[src/rtl/tx_path_pkg.sv]
// Shared definitions for the LVDS transmit path: sample widths, word layout, FSM states.
package tx_path_pkg;

   localparam int IQ_W         = 13;
   localparam int SAMPLE_BYTES = 4;
   localparam int SAT_MAX      = 4095;
   localparam int SAT_MIN      = -4096;
   localparam int I_LSB        = 16;
   localparam int Q_LSB        = 0;

   typedef enum logic {
      ALIGN    = 1'b0,
      ASSEMBLE = 1'b1
   } state_e;

   // Raw 16-bit sample as assembled from the host byte stream.
   typedef struct packed {
      logic [15:0] i;
      logic [15:0] q;
   } raw_sample_t;

   // Place the two saturated components into their word fields; unused bits stay 0.
   function automatic logic [31:0] pack_word(input logic [IQ_W-1:0] i_val,
                                             input logic [IQ_W-1:0] q_val);
      logic [31:0] w;
      w = '0;
      w[I_LSB +: IQ_W] = i_val;
      w[Q_LSB +: IQ_W] = q_val;
      return w;
   endfunction

endpackage

[src/rtl/iq_saturate.sv]
// Combinational 16-bit signed to 13-bit signed saturation with a clip indicator.
module iq_saturate
   import tx_path_pkg::*;
(
   input  logic [15:0]     i_val,
   output logic [IQ_W-1:0] o_val,
   output logic            o_clip
);

   localparam logic signed [15:0] MAX_V = 16'(SAT_MAX);
   localparam logic signed [15:0] MIN_V = 16'(SAT_MIN);

   // Clamp to the 13-bit range; in-range values just drop the redundant sign bits.
   always_comb begin
      o_val  = i_val[IQ_W-1:0];
      o_clip = 1'b0;
      if ($signed(i_val) > MAX_V) begin
         o_val  = MAX_V[IQ_W-1:0];
         o_clip = 1'b1;
      end else if ($signed(i_val) < MIN_V) begin
         o_val  = MIN_V[IQ_W-1:0];
         o_clip = 1'b1;
      end
   end

endmodule

[src/rtl/tx_sample_packer.sv]
// Host byte stream -> saturated 32-bit I/Q words for the TX sample FIFO.
// Three stages: byte capture, saturation register, FIFO write stage.
module tx_sample_packer
   import tx_path_pkg::*;
#(
   parameter int DROP_CNT_W = 16
) (
   input  logic                  i_sys_clk,
   input  logic                  i_reset,
   input  logic                  i_enable,
   input  logic [7:0]            i_byte,
   input  logic                  i_byte_valid,
   input  logic                  i_frame_start,
   input  logic                  i_fifo_full,
   output logic                  o_fifo_wr,
   output logic [31:0]           o_fifo_data,
   output logic                  o_sync_err,
   output logic [DROP_CNT_W-1:0] o_drop_count,
   output logic                  o_sat_flag
);

   localparam logic [1:0] LAST_IDX = 2'(SAMPLE_BYTES - 1);

   state_e                state_q, state_d;
   logic [1:0]            byte_idx_q, byte_idx_d;
   logic [2:0][7:0]       bytes_q, bytes_d;
   logic                  s1_vld_q, s1_vld_d;
   raw_sample_t           s1_q, s1_d;
   logic                  s2_vld_q, s2_vld_d;
   logic [31:0]           s2_word_q, s2_word_d;
   logic                  s3_vld_q, s3_vld_d;
   logic [31:0]           s3_word_q, s3_word_d;
   logic                  sync_err_q, sync_err_d;
   logic                  sat_q, sat_d;
   logic [DROP_CNT_W-1:0] drop_q, drop_d;

   logic [IQ_W-1:0]       i_sat, q_sat;
   logic                  i_clip, q_clip;

   iq_saturate u_sat_i (.i_val(s1_q.i), .o_val(i_sat), .o_clip(i_clip));
   iq_saturate u_sat_q (.i_val(s1_q.q), .o_val(q_sat), .o_clip(q_clip));

   // Alignment FSM and byte capture; the Q_hi byte launches a complete sample into stage 1.
   always_comb begin
      state_d    = state_q;
      byte_idx_d = byte_idx_q;
      bytes_d    = bytes_q;
      s1_vld_d   = 1'b0;
      s1_d       = s1_q;
      sync_err_d = 1'b0;
      if (!i_enable) begin
         // Partial bytes are silently abandoned; realignment needs a fresh frame start.
         state_d    = ALIGN;
         byte_idx_d = 2'd0;
      end else if (i_byte_valid) begin
         if (i_frame_start) begin
            sync_err_d = (state_q == ASSEMBLE) && (byte_idx_q != 2'd0);
            bytes_d[0] = i_byte;
            byte_idx_d = 2'd1;
            state_d    = ASSEMBLE;
         end else if (state_q == ASSEMBLE) begin
            if (byte_idx_q == LAST_IDX) begin
               s1_vld_d   = 1'b1;
               s1_d.i     = {bytes_q[1], bytes_q[0]};
               s1_d.q     = {i_byte, bytes_q[2]};
               byte_idx_d = 2'd0;
            end else begin
               case (byte_idx_q)
                  2'd0:    bytes_d[0] = i_byte;
                  2'd1:    bytes_d[1] = i_byte;
                  default: bytes_d[2] = i_byte;
               endcase
               byte_idx_d = byte_idx_q + 2'd1;
            end
         end
      end
   end

   // Saturation and write stages; these drain regardless of i_enable.
   always_comb begin
      s2_vld_d  = s1_vld_q;
      s2_word_d = s1_vld_q ? pack_word(i_sat, q_sat) : s2_word_q;
      s3_vld_d  = s2_vld_q;
      s3_word_d = s2_vld_q ? s2_word_q : s3_word_q;
      sat_d     = i_enable && (sat_q || (s1_vld_q && (i_clip || q_clip)));
      drop_d    = drop_q;
      if (s3_vld_q && i_fifo_full && !(&drop_q))
         drop_d = drop_q + DROP_CNT_W'(1);
   end

   // All state registers, synchronous reset.
   always_ff @(posedge i_sys_clk) begin
      if (i_reset) begin
         state_q    <= ALIGN;
         byte_idx_q <= 2'd0;
         bytes_q    <= '0;
         s1_vld_q   <= 1'b0;
         s1_q       <= '0;
         s2_vld_q   <= 1'b0;
         s2_word_q  <= '0;
         s3_vld_q   <= 1'b0;
         s3_word_q  <= '0;
         sync_err_q <= 1'b0;
         sat_q      <= 1'b0;
         drop_q     <= '0;
      end else begin
         state_q    <= state_d;
         byte_idx_q <= byte_idx_d;
         bytes_q    <= bytes_d;
         s1_vld_q   <= s1_vld_d;
         s1_q       <= s1_d;
         s2_vld_q   <= s2_vld_d;
         s2_word_q  <= s2_word_d;
         s3_vld_q   <= s3_vld_d;
         s3_word_q  <= s3_word_d;
         sync_err_q <= sync_err_d;
         sat_q      <= sat_d;
         drop_q     <= drop_d;
      end
   end

   // The full flag is looked at in the write cycle itself, so the strobe is gated live.
   assign o_fifo_wr    = s3_vld_q && !i_fifo_full;
   assign o_fifo_data  = s3_word_q;
   assign o_sync_err   = sync_err_q;
   assign o_drop_count = drop_q;
   assign o_sat_flag   = sat_q;

endmodule

[config.mk]
export PLATFORM = sky130hd
export DESIGN_NAME = tx_sample_packer
export DESIGN_NICKNAME = d
export VERILOG_FILES = /design/src/rtl/tx_path_pkg.sv /design/src/rtl/iq_saturate.sv /design/src/rtl/tx_sample_packer.sv
export SDC_FILE = /design/constraint.sdc
export NUM_CORES = 1
export LEC_CHECK = 0
export BUFFER_PORTS_ARGS = -buffer_cell sky130_fd_sc_hd__buf_2
export CAP_MARGIN = 20
export CORE_MARGIN = 3
export CORE_UTILIZATION = 52
export DETAILED_ROUTE_END_ITERATION = 10
export PLACE_DENSITY = 0.76
export SLEW_MARGIN = 25
export SYNTH_ARGS = -nofsm -noshare
export SYNTH_HDL_FRONTEND = slang
export SYNTH_SLANG_ARGS = --single-unit
[constraint.sdc]
create_clock -name i_sys_clk -period 1.8 [get_ports i_sys_clk]
set_input_delay 0.18 -clock i_sys_clk [delete_from_list [all_inputs] [get_ports i_sys_clk]]
set_output_delay 0.18 -clock i_sys_clk [all_outputs]
set_load 0.005 [all_outputs]
==> run metrics <==
# IOs 65; min Tclk post-route 1.72 ns; Initial Util 0.547; Yosys reg bits 132; synthesis warning total 0; reg-to-reg endpoint o_drop_count[13]$_SDFFE_PP0P_; clock buffer depth 2; Critical Path Sink Type register; hpwl dp 7450 µm; # fillers 732; crit path launch o_drop_count[2]$_SDFFE_PP0P_; I/O Buffers 58; dpl cells 745; clock slew at reported path FFs 0.06 ns; router iterations before antenna repair 5; CP required 2.21 ns; Avg Inst Size Synth 9.06 µm²; Setup Skew 0.00640 ns; FF-to-FF path depth 4; Final period util 0.957; vias per cell 5.24; Leak 0.00245 µW; Worst R2R Start o_drop_count[2]$_SDFFE_PP0P_; final slew viol count 0; status finished, final reports clean; RePlAce Congestion 0.837; WHS Path Cells 3; main flop type after synthesis dfxtp_1; cell taking the most area after synthesis dfxtp_1; Cell Int Power 4980 µW; worst-path maximum fanout 5; Hold/Removal Path Class in2reg; Worst Hold Path EP o_sat_flag$_SDFF_PP0_; WL/cell 14.1 µm; total wire length 11100 µm; DRC 0; setup slack, reg-to-reg 0.08 ns; Logic pwr share 0.021; Worst-Skew Late Latency 0.52 ns; final antenna diode count 0; core area 0.00946 mm²; hold_sp i_enable; synth unique cells 47; gr usage total 0.207; final hold slack 0.0636 ns; EDFF count, synth 0; grt ovf 0; via count 4144; share of layout cells above drive strength 1 0.211; Worst Tran Pin Value 0.681 ns; synthesized area 0.00517 mm²; Final Non-Filler Cells 791; antenna violations before repair 0; f_max 581 MHz; pre-CTS WS -0.00447 ns; multi-input gate area in the final layout 0.00238 mm²; H-tree Lvls 4; Clock Power Share 0.523; TritonCTS clock tree yes; CTS Buf Count 17; largest cells by area after synthesis dfxtp_1 (51%), mux2i_1 (10%), a21oi_1 (6.5%), nand2_1 (5.2%), nor2_1 (5.0%); final worst slack 0.0778 ns; Reg power frac 0.456; Post-layout nets 668; Critical Path AT 2.13 ns; Iteration-0 DRC Markers 251; number of global-route vias before repair 3831; kind of critical path reg2reg; Die Ht 106 µm; startpoint types register; Seq/Total Area, Yosys 0.511; first-pass GRT wire length 18800 µm; ys async rst share 0; total power per unit cell area 1000 mW/mm²; row count 35; Max Cap Viol 0; IR drop worst, VDD 0.641 mV; clk sink count 132; max_slew headroom 0.545; post-route ant nets 0; Register Area 0.00265 mm²; die width 106 µm; synthesized instance count 571; Switching Fraction 0.226; die area 0.0112 mm²; Final setup viols 0; largest net degree at the start of global routing 47; Sw Pwr 1450 µW; final hold violations 0; Area growth syn-to-layout 23.8%; clock root buffer master clkbuf_8; area fraction of the dominant cell type after synthesis 0.511
-- registers in the layout, indices dropped and copies added, names as in the netlist, 2 cells and up --
name	flops
s2_word_q	26
byte_idx_q	2
o_fifo_data	26
bytes_q	24
s1_q	32
o_drop_count	16
-- metrics by stage --
step / area (µm²) / util / setup TNS, ns / power, µW
after detailed placement: 5650 / 0.598 / -0.00845 / 3120
after global routing: 6400 / 0.677 / -0.0138 / 6640
after CTS: 6360 / 0.672 / 0 / 6470
after global placement: 5650 / 0.598 / 0 / 3120
final: 6400 / 0.677 / 0 / 6440
after floorplan: 5200 / - / 0 / 3080
-- Yosys cell counts, types with 2 or more instances --
| library cell | number |
|---|---|
| and2_1 | 3 |
| nand4_1 | 4 |
| nor4_1 | 5 |
| or3_2 | 2 |
| clkbuf_1 | 29 |
| nand2_1 | 72 |
| or3_1 | 3 |
| o21ai_0 | 29 |
| a21oi_1 | 67 |
| or4_1 | 4 |
| inv_1 | 8 |
| nand2b_1 | 26 |
| nor2_1 | 69 |
| a21boi_0 | 2 |
| buf_2 | 3 |
| ha_1 | 5 |
| buf_4 | 6 |
| nor2b_1 | 5 |
| nand3_2 | 2 |
| dfxtp_1 | 132 |
| nand3_1 | 5 |
| nor3b_1 | 2 |
| o31ai_1 | 5 |
| mux2i_1 | 54 |
| mux2_2 | 4 |
| nor3_1 | 3 |
| nand4_2 | 2 |
-- power by group through the flow --
stage	combinational, µW	sequential [µW]	clock (µW)
after CTS	136	2940	3400
after global placement	115	3000	0
after floorplan	81.0	3000	0
after detailed placement	118	3000	0
after global routing	151	2930	3560
final	137	2930	3370
-- how the worst max path moves through the flow --
stage	cells after the start	endpoint	slack, ns
6_report	4	o_drop_count[13]$_SDFFE_PP0P_	0.08
2_1_floorplan	5	o_drop_count[14]$_SDFFE_PP0P_	0.04
3_3_place_gp	5	o_drop_count[14]$_SDFFE_PP0P_	0.04
3_5_place_dp	5	o_drop_count[14]$_SDFFE_PP0P_	-0.004
5_1_grt	7	o_drop_count[4]$_SDFFE_PP0P_	-0.01
4_1_cts	4	o_drop_count[15]$_SDFFE_PP0P_	0.006
-- cell families (layout without fill, tap and decap cells) --
logic type               Yosys count  count (layout)  synth area share
multiplexers                      58              58             0.113
AO/OA/AOI/OAI                    108             108             0.115
buffers and inverters             48             134            0.0414
XOR/XNOR                           1               1           0.00169
flip-flops                       132             132             0.511
AND/OR/NAND/NOR                  218             218             0.206
other                              1               6          0.000725
adder cells (fa/ha/maj)            5               5            0.0121
-- critical path, cell delays in order, from the launching register on --
cell	delay [ns]
dfxtp_1	0.43
nand3_2	0.11
or3_4	0.38
nor4_2	0.33
mux2_2	0.36
-- cell usage in the layout, fill, tap and decap left out, types with 5 or more instances in the layout --
cell type and count:
a21oi_1 67, buf_2 57, buf_4 25, clkbuf_16 16, conb_1 6, dfxtp_1 127, dlygate4sd3_1 11, inv_1 8
inv_6 8, mux2i_1 54, nand2_1 72, nand2b_1 26, nand3_1 5, nor2_1 69, nor2b_1 5, o21ai_0 29
o31ai_1 5
-- layer usage --
layer	vias to the layer above	global-route usage	wire, µm
li1	2090	-	-
met1	1946	0.295	5360
met2	95	0.315	5120
met3	13	0.0429	496
met4	0	0.0685	160
met5	-	0	0
-- cell type report --
class                      count  share of cell area
inverter                       8             0.00469
tap                          129              0.0252
clock inverter                15              0.0260
sequential                   132               0.414
multi-input combinational    396               0.371
clock buffer                  17              0.0647
timing repair buffer          94              0.0942
-- what timing repair did --
action	in CTS	in global routing
setup buffers	0	3
endpoints found under the hold margin	34	0
hold buffers	11	0
setup endpoints to repair	2	10
pin swaps	0	5
resized for setup	2	8
Power figures use the tool's default switching activity.
